<file path="src/rtl/spi_memory_sync_pkg.sv">
// Shared constants, FSM encoding and helpers for the SPI-to-memory bridge.
package spi_memory_sync_pkg;

   localparam int   BYTE_WIDTH         = 8;
   localparam logic SPI_MEM_WRITE_FLAG = 1'b1;

   typedef enum logic [1:0] {
      SPI_MEM_STATE_IDLE   = 2'd0,
      SPI_MEM_STATE_HEADER = 2'd1,
      SPI_MEM_STATE_WRITE  = 2'd2,
      SPI_MEM_STATE_READ   = 2'd3
   } spi_mem_state_t;

   function automatic int max_int(input int a, input int b);
      return (a > b) ? a : b;
   endfunction

endpackage

</file>
<file path="src/rtl/spi_memory_sync_edge.sv">
// spi_sync_edge: 2-flop synchronizer for an asynchronous pin plus registered
// single-clock rise/fall pulses.
module spi_sync_edge #(
   parameter logic RESET_VAL = 1'b0
) (
   input  logic clk,
   input  logic _reset,
   input  logic din,
   output logic rise,
   output logic fall
);

   logic meta;
   logic sync;
   logic sync_d;

   // Reset to the pin's idle level so releasing reset never fakes an edge.
   always_ff @(posedge clk or negedge _reset) begin
      if (!_reset) begin
         meta   <= RESET_VAL;
         sync   <= RESET_VAL;
         sync_d <= RESET_VAL;
         rise   <= 1'b0;
         fall   <= 1'b0;
      end else begin
         // NOTE: non-blocking assignments make every flop sample the pre-edge
         // value of its source, which is what builds the shift chain.
         meta   <= din;
         sync   <= meta;
         sync_d <= sync;
         rise   <= sync & ~sync_d;
         fall   <= ~sync & sync_d;
      end
   end

endmodule

</file>
<file path="src/rtl/spi_memory_sync.sv">
// SPI (mode 0) to single-port memory bridge in the clk domain. Define
// SPI_MEM_READBACK_EN to build the read path (rd strobes, miso shifter).
module spi_memory_sync
   import spi_memory_sync_pkg::*;
#(
   parameter int ADDR_BYTES   = 2,
   parameter int ADDR_WIDTH   = 15,
   parameter int DATA_BYTES   = 1,
   parameter int READ_LATENCY = 1
) (
   input  logic                             clk,
   input  logic                             _reset,
   input  logic                             _select,
   input  logic                             sck,
   input  logic                             mosi,
   output logic                             miso,
   output logic                             miso_en,
   output logic [ADDR_WIDTH-1:0]            addr,
   input  logic [BYTE_WIDTH*DATA_BYTES-1:0] data_in,
   output logic [BYTE_WIDTH*DATA_BYTES-1:0] data_out,
   output logic                             rd,
   output logic                             wr
);

   localparam int HDR_W = BYTE_WIDTH * ADDR_BYTES;
   localparam int DW    = BYTE_WIDTH * DATA_BYTES;
   localparam int SR_W  = max_int(HDR_W, DW) - 1;
   localparam int CNT_W = 6;

   spi_mem_state_t state;
   spi_mem_state_t state_next;

   logic sck_rise;
   logic sck_fall;
   logic sel_rise;
   logic sel_fall;
   logic mosi_meta;
   logic mosi_s;

   logic [CNT_W-1:0]      bit_cnt;
   logic [SR_W-1:0]       sr;
   logic                  hdr_last;
   logic                  word_last;
   logic                  hdr_write;
   logic [ADDR_WIDTH-1:0] hdr_addr;
   logic [DW-1:0]         word;
   logic                  cnt_en;
   logic                  shift_en;
   logic                  hdr_done;
   logic                  word_done;

   spi_sync_edge #(.RESET_VAL(1'b0)) u_sck_sync (
      .clk    (clk),
      ._reset (_reset),
      .din    (sck),
      .rise   (sck_rise),
      .fall   (sck_fall)
   );

   spi_sync_edge #(.RESET_VAL(1'b1)) u_sel_sync (
      .clk    (clk),
      ._reset (_reset),
      .din    (_select),
      .rise   (sel_rise),
      .fall   (sel_fall)
   );

   // mosi only needs to be stable by the time the delayed sck rise is seen.
   always_ff @(posedge clk or negedge _reset) begin
      if (!_reset) begin
         mosi_meta <= 1'b0;
         mosi_s    <= 1'b0;
      end else begin
         mosi_meta <= mosi;
         mosi_s    <= mosi_meta;
      end
   end

   // The bit arriving this cycle completes the header/word together with sr.
   assign hdr_last  = (bit_cnt == CNT_W'(HDR_W - 1));
   assign word_last = (bit_cnt == CNT_W'(DW - 1));
   assign hdr_write = (sr[HDR_W-2] == SPI_MEM_WRITE_FLAG);
   assign hdr_addr  = {sr[ADDR_WIDTH-2:0], mosi_s};
   assign word      = {sr[DW-2:0], mosi_s};

   always_ff @(posedge clk or negedge _reset) begin
      if (!_reset) begin
         state <= SPI_MEM_STATE_IDLE;
      end else begin
         state <= state_next;
      end
   end

   always_comb begin
      // NOTE: every output of this block gets a default first, so no path
      // leaves a signal unassigned and no latch is inferred.
      state_next = state;
      cnt_en     = 1'b0;
      shift_en   = 1'b0;
      hdr_done   = 1'b0;
      word_done  = 1'b0;
      case (state)
         SPI_MEM_STATE_IDLE: begin
            if (sel_fall) state_next = SPI_MEM_STATE_HEADER;
         end
         SPI_MEM_STATE_HEADER: begin
            if (sck_rise) begin
               cnt_en   = 1'b1;
               shift_en = 1'b1;
               if (hdr_last) begin
                  hdr_done   = 1'b1;
                  state_next = hdr_write ? SPI_MEM_STATE_WRITE : SPI_MEM_STATE_READ;
               end
            end
         end
         SPI_MEM_STATE_WRITE: begin
            if (sck_rise) begin
               cnt_en    = 1'b1;
               shift_en  = 1'b1;
               word_done = word_last;
            end
         end
         SPI_MEM_STATE_READ: begin
            if (sck_rise) begin
               cnt_en    = 1'b1;
               word_done = word_last;
            end
         end
         default: state_next = SPI_MEM_STATE_IDLE;
      endcase
      // Deselect wins over a coincident last bit: the word is dropped.
      if (sel_rise) begin
         state_next = SPI_MEM_STATE_IDLE;
         cnt_en     = 1'b0;
         shift_en   = 1'b0;
         hdr_done   = 1'b0;
         word_done  = 1'b0;
      end
   end

   always_ff @(posedge clk or negedge _reset) begin
      if (!_reset) begin
         bit_cnt  <= '0;
         sr       <= '0;
         addr     <= '0;
         data_out <= '0;
         rd       <= 1'b0;
         wr       <= 1'b0;
      end else begin
         rd <= 1'b0;
         wr <= 1'b0;

         if (state == SPI_MEM_STATE_IDLE && sel_fall) begin
            bit_cnt <= '0;
            sr      <= '0;
         end else if (cnt_en) begin
            bit_cnt <= (hdr_done || word_done) ? '0 : bit_cnt + CNT_W'(1);
         end

         if (shift_en) sr <= {sr[SR_W-2:0], mosi_s};

         // A write uses the current address; it advances the cycle after wr.
         if (wr) addr <= addr + ADDR_WIDTH'(1);

         if (hdr_done) begin
            addr <= hdr_addr;
`ifdef SPI_MEM_READBACK_EN
            rd   <= ~hdr_write;
`endif
         end

         if (word_done && state == SPI_MEM_STATE_WRITE) begin
            data_out <= word;
            wr       <= 1'b1;
         end

`ifdef SPI_MEM_READBACK_EN
         // Prefetch: the next address is presented together with its rd.
         if (word_done && state == SPI_MEM_STATE_READ) begin
            addr <= addr + ADDR_WIDTH'(1);
            rd   <= 1'b1;
         end
`endif
      end
   end

`ifdef SPI_MEM_READBACK_EN
   logic [READ_LATENCY-1:0] rd_dly;
   logic [DW-1:0]           out_sr;
   logic                    out_en;

   // Falls at a word boundary (bit_cnt == 0) do not shift, so a freshly
   // loaded word keeps its MSB on miso until the master samples it.
   always_ff @(posedge clk or negedge _reset) begin
      if (!_reset) begin
         rd_dly <= '0;
         out_sr <= '0;
         out_en <= 1'b0;
      end else begin
         rd_dly <= READ_LATENCY'({rd_dly, rd});
         if (sel_rise) begin
            out_sr <= '0;
            out_en <= 1'b0;
         end else begin
            if (hdr_done && !hdr_write) out_en <= 1'b1;
            if (rd_dly[READ_LATENCY-1] && state == SPI_MEM_STATE_READ) begin
               out_sr <= data_in;
            end else if (sck_fall && state == SPI_MEM_STATE_READ && bit_cnt != '0) begin
               out_sr <= {out_sr[DW-2:0], 1'b0};
            end
         end
      end
   end

   assign miso    = out_sr[DW-1];
   assign miso_en = out_en & ~sel_rise;
`else
   logic unused_read;
   assign unused_read = ^{data_in, sck_fall, 2'(READ_LATENCY)};
   assign miso        = 1'b0;
   assign miso_en     = 1'b0;
`endif

endmodule
</file>
<file path="config.mk">
export PLATFORM = sky130hd
export DESIGN_NAME = spi_memory_sync
export DESIGN_NICKNAME = d
export VERILOG_FILES = /design/src/rtl/spi_memory_sync_pkg.sv /design/src/rtl/spi_memory_sync_edge.sv /design/src/rtl/spi_memory_sync.sv
export SDC_FILE = /design/constraint.sdc
export NUM_CORES = 1
export LEC_CHECK = 0
export BUFFER_PORTS_ARGS = -buffer_cell sky130_fd_sc_hd__buf_2
export CORE_UTILIZATION = 24
export CTS_BUF_LIST = sky130_fd_sc_hd__clkbuf_16
export DETAILED_ROUTE_END_ITERATION = 10
export PLACE_DENSITY_LB_ADDON = 0.3
export SLEW_MARGIN = 10
export SYNTH_ARGS = -nofsm -noshare
export SYNTH_HDL_FRONTEND = slang
export SYNTH_SLANG_ARGS = --single-unit
export TNS_END_PERCENT = 5
</file>
<file path="constraint.sdc">
create_clock -name clk -period 2.2 [get_ports clk]
set_input_delay 0.33 -clock clk [delete_from_list [all_inputs] [get_ports clk]]
set_output_delay 0.33 -clock clk [all_outputs]
set_load 0.01 [all_outputs]
</file>
==> results by group <==
Outcome
  – Status: completed

Placed design
  – RePlAce Congestion: 0.684
  – DP Worst Slack: 0.419 ns
  – Port Buffer Count: 28
  – HPWL after detailed placement: 3.68 mm
  – Placed Area: 3020 um2

Critical path
  – Crit path launch: state[1]$_DFFE_PN0P_
  – Crit Path Max Fanout: 7
  – Critical Path End Type: register
  – Startpoint Class: register
  – Critical Path RT: 2.41 ns
  – Setup CP Type: register to register
  – CP arrival: 2.07 ns
  – Worst R2R Start: state[1]$_DFFE_PN0P_

Routing
  – Initial DRC Count: 112
  – Via/cell ratio: 4.28
  – Final wirelength: 5.36 mm
  – Vias: 1868
  – WL per Instance: 12.3 um
  – Post-DRT Antenna Nets: 0
  – Drt pass-1 iters: 4
  – Drc violations: 0

Floorplan
  – Io pins: 40
  – Core area: 11000 um2
  – Initial core utilization: 25.0%
  – Row cnt: 38
  – Die area: 11900 um2
  – Die width: 109 um
  – Die Y: 109 um

Logic synthesis
  – Post-synth top flop: dfrtp_1
  – Yosys warnings: 0
  – Main area contributors after synthesis: dfrtp_1 50%, nand2_1 7.0%, mux2_4 4.4%, nand3_1 3.8%, xnor2_1 3.5%
  – Syn Area/Cell: 10.6 um2
  – Number of distinct library cells after synthesis: 43
  – FFs w/ async S/R, synth: 100%
  – Post-synthesis register bit count: 58
  – Cell taking the most area after synthesis: dfrtp_1
  – Post-synth EDFFs: 0
  – Top-area cell type share of the netlist area: 50.1%
  – Synthesized cell area: 2750 um2
  – Register area share after synthesis: 53.0%
  – Cells after Synth: 260

Clock network
  – Worst-path clk slew: 0.05 ns
  – Htree depth: 3
  – Clock root buffer: clkbuf_16
  – CTS tree: built
  – Num CTS Buffers: 9
  – Clock sink count: 58
  – Worst skew pair latency: 0.32 ns
  – Setup repair bufs after CTS: 0
  – Clock Tree Buf Depth: 2

Final layout
  – Multi-input logic area: 1190 um2
  – N_diodes: 0
  – Fin area: 3340 um2
  – P&R area growth vs syn: 21.7%
  – Utilization after layout: 30.4%
  – Nets: 312
  – Register area: 1460 um2
  – Fillers: 1109
  – Fraction of layout cells with a size suffix above 1: 24.0%

STA
  – RSZ-0062 raised after global routing: no
  – Setup TNS: 0 ns
  – Endpoints failing hold: 0
  – Final worst path period share: 84.2%
  – Final worst slack: 0.347 ns
  – Hold slack: 0.111 ns
  – Clk_skew: 0.00463 ns
  – Final max-slew violation count: 0
  – Slew margin rel.: 62.9%
  – Final worst path period need: 1.85 ns
  – FMAX: 540 MHz
  – Final setup vio count: 0
  – Slew @ Worst Pin: 0.555 ns

Worst hold path
  – Hold WC Path Type: input port to register
  – Hold Crit Start: _select

Global route
  – Initial antenna violation count: 0
  – Number of global-route vias before repair: 1809
  – Gr usage total: 10.0%
  – Largest net degree at the start of global routing: 25
  – Global-route wire length before repair: 9.01 mm
  – Total grt overflow: 0

Job
  – Max_cap viols: 0

Power
  – Peak VDD IR: 355 uV
  – Pwr/cell area: 855 nW/um2
  – Lkg Pwr: 1.64 nW
-- cells in the final DEF, fill, tap and decap left out, types with 4 or more instances in the layout --
cell / count
a21oi_1: 15
buf_2: 28
clkbuf_16: 9
dfrtp_1: 55
ha_1: 7
inv_1: 5
mux2_4: 8
nand2_1: 51
nand3_1: 21
nand4_1: 4
nor2_1: 15
nor2b_1: 4
nor3_1: 5
nor4_2: 4
o21ai_1: 5
xnor2_1: 11
xor2_1: 4
-- per-stage QoR --
| step | instances | total power (W) |
|---|---|---|
| floorplan | 262 | 0.00137 |
| global placement | 420 | 0.00142 |
| detailed placement | 420 | 0.00143 |
| CTS | 436 | 0.00290 |
| global route | 436 | 0.00298 |
| finish | 436 | 0.00286 |
-- cell families after synthesis --
family / share of synthesized area [%]
xor+xnor: 4.79
compound gates: 4.69
flops: 53.0
other cells: 0.137
buf+inv: 3.83
mux: 5.88
simple gates: 24.5
fa+ha+maj: 3.19
-- sequential cells by signal, summed over array words and instances, names as in the netlist, 2 cells and up --
| register | flops |
|---|---|
| addr | 15 |
| bit_cnt | 6 |
| data_out | 8 |
| sr | 15 |
| state | 2 |
-- critical path, cell delays in order (launching register included) --
cell and delay (ns):
dfrtp_1 0.43, inv_1 0.11, ha_1 0.21, or3b_1 0.49
nor2_2 0.15, a21oi_1 0.09, a211oi_1 0.27
-- power breakdown --
part	switching (W)	internal, W
Sequential	0.0000641	0.00112
Clock	0.000470	0.000976
Combinational	0.000139	0.0000904
-- routing by layer --
metal	track usage, %	wire [um]
met2	15.4	2450
met4	4.05	63
met1	12.7	2640
met3	3.59	203
met5	0	0
-- cell type report --
cell class	count	area share, %
multi-input combinational	185	35.7
clock buffer	9	6.74
clock inverter	6	2.47
inverter	5	0.562
sequential	58	43.5
tap	140	5.24
timing repair buffer	33	5.77
-- synth_stat cells (4+ instances only) --
cell and number:
buf_4 6, nor2_1 15, dfrtp_1 55, ha_1 7
nor3_1 5, nor4_2 4, a21oi_1 15, nand2_1 51
o21ai_1 5, nand4_1 4, nor2b_1 4, mux2_4 8
xnor2_1 11, inv_1 5, nand3_1 21, xor2_1 4
-- path summary, 6_finish.rpt --
check / endpoint / slack (ns) / cells past startpoint
worst max-delay path: bit_cnt[4]$_DFFE_PN0P_ / 0.35 / 6
worst min-delay path: u_sel_sync.meta$_DFF_PN1_ / 0.11 / 1
worst max register to register: bit_cnt[4]$_DFFE_PN0P_ / 0.35 / 6
worst min register to register: mosi_s$_DFF_PN0_ / 0.34 / 0
max in group asynchronous: u_sel_sync.meta$_DFF_PN1_ / 1.13 / 3
min in group asynchronous: data_out[2]$_DFFE_PN0P_ / 0.48 / 2
-- timing repair --
| item | CTS | global route |
|---|---|---|
| hold endpoints to repair | 12 | 0 |
| resized for setup | 0 | 0 |
| hold buffers | 1 | 0 |
Note: power is estimated with default switching activity, not from simulation.
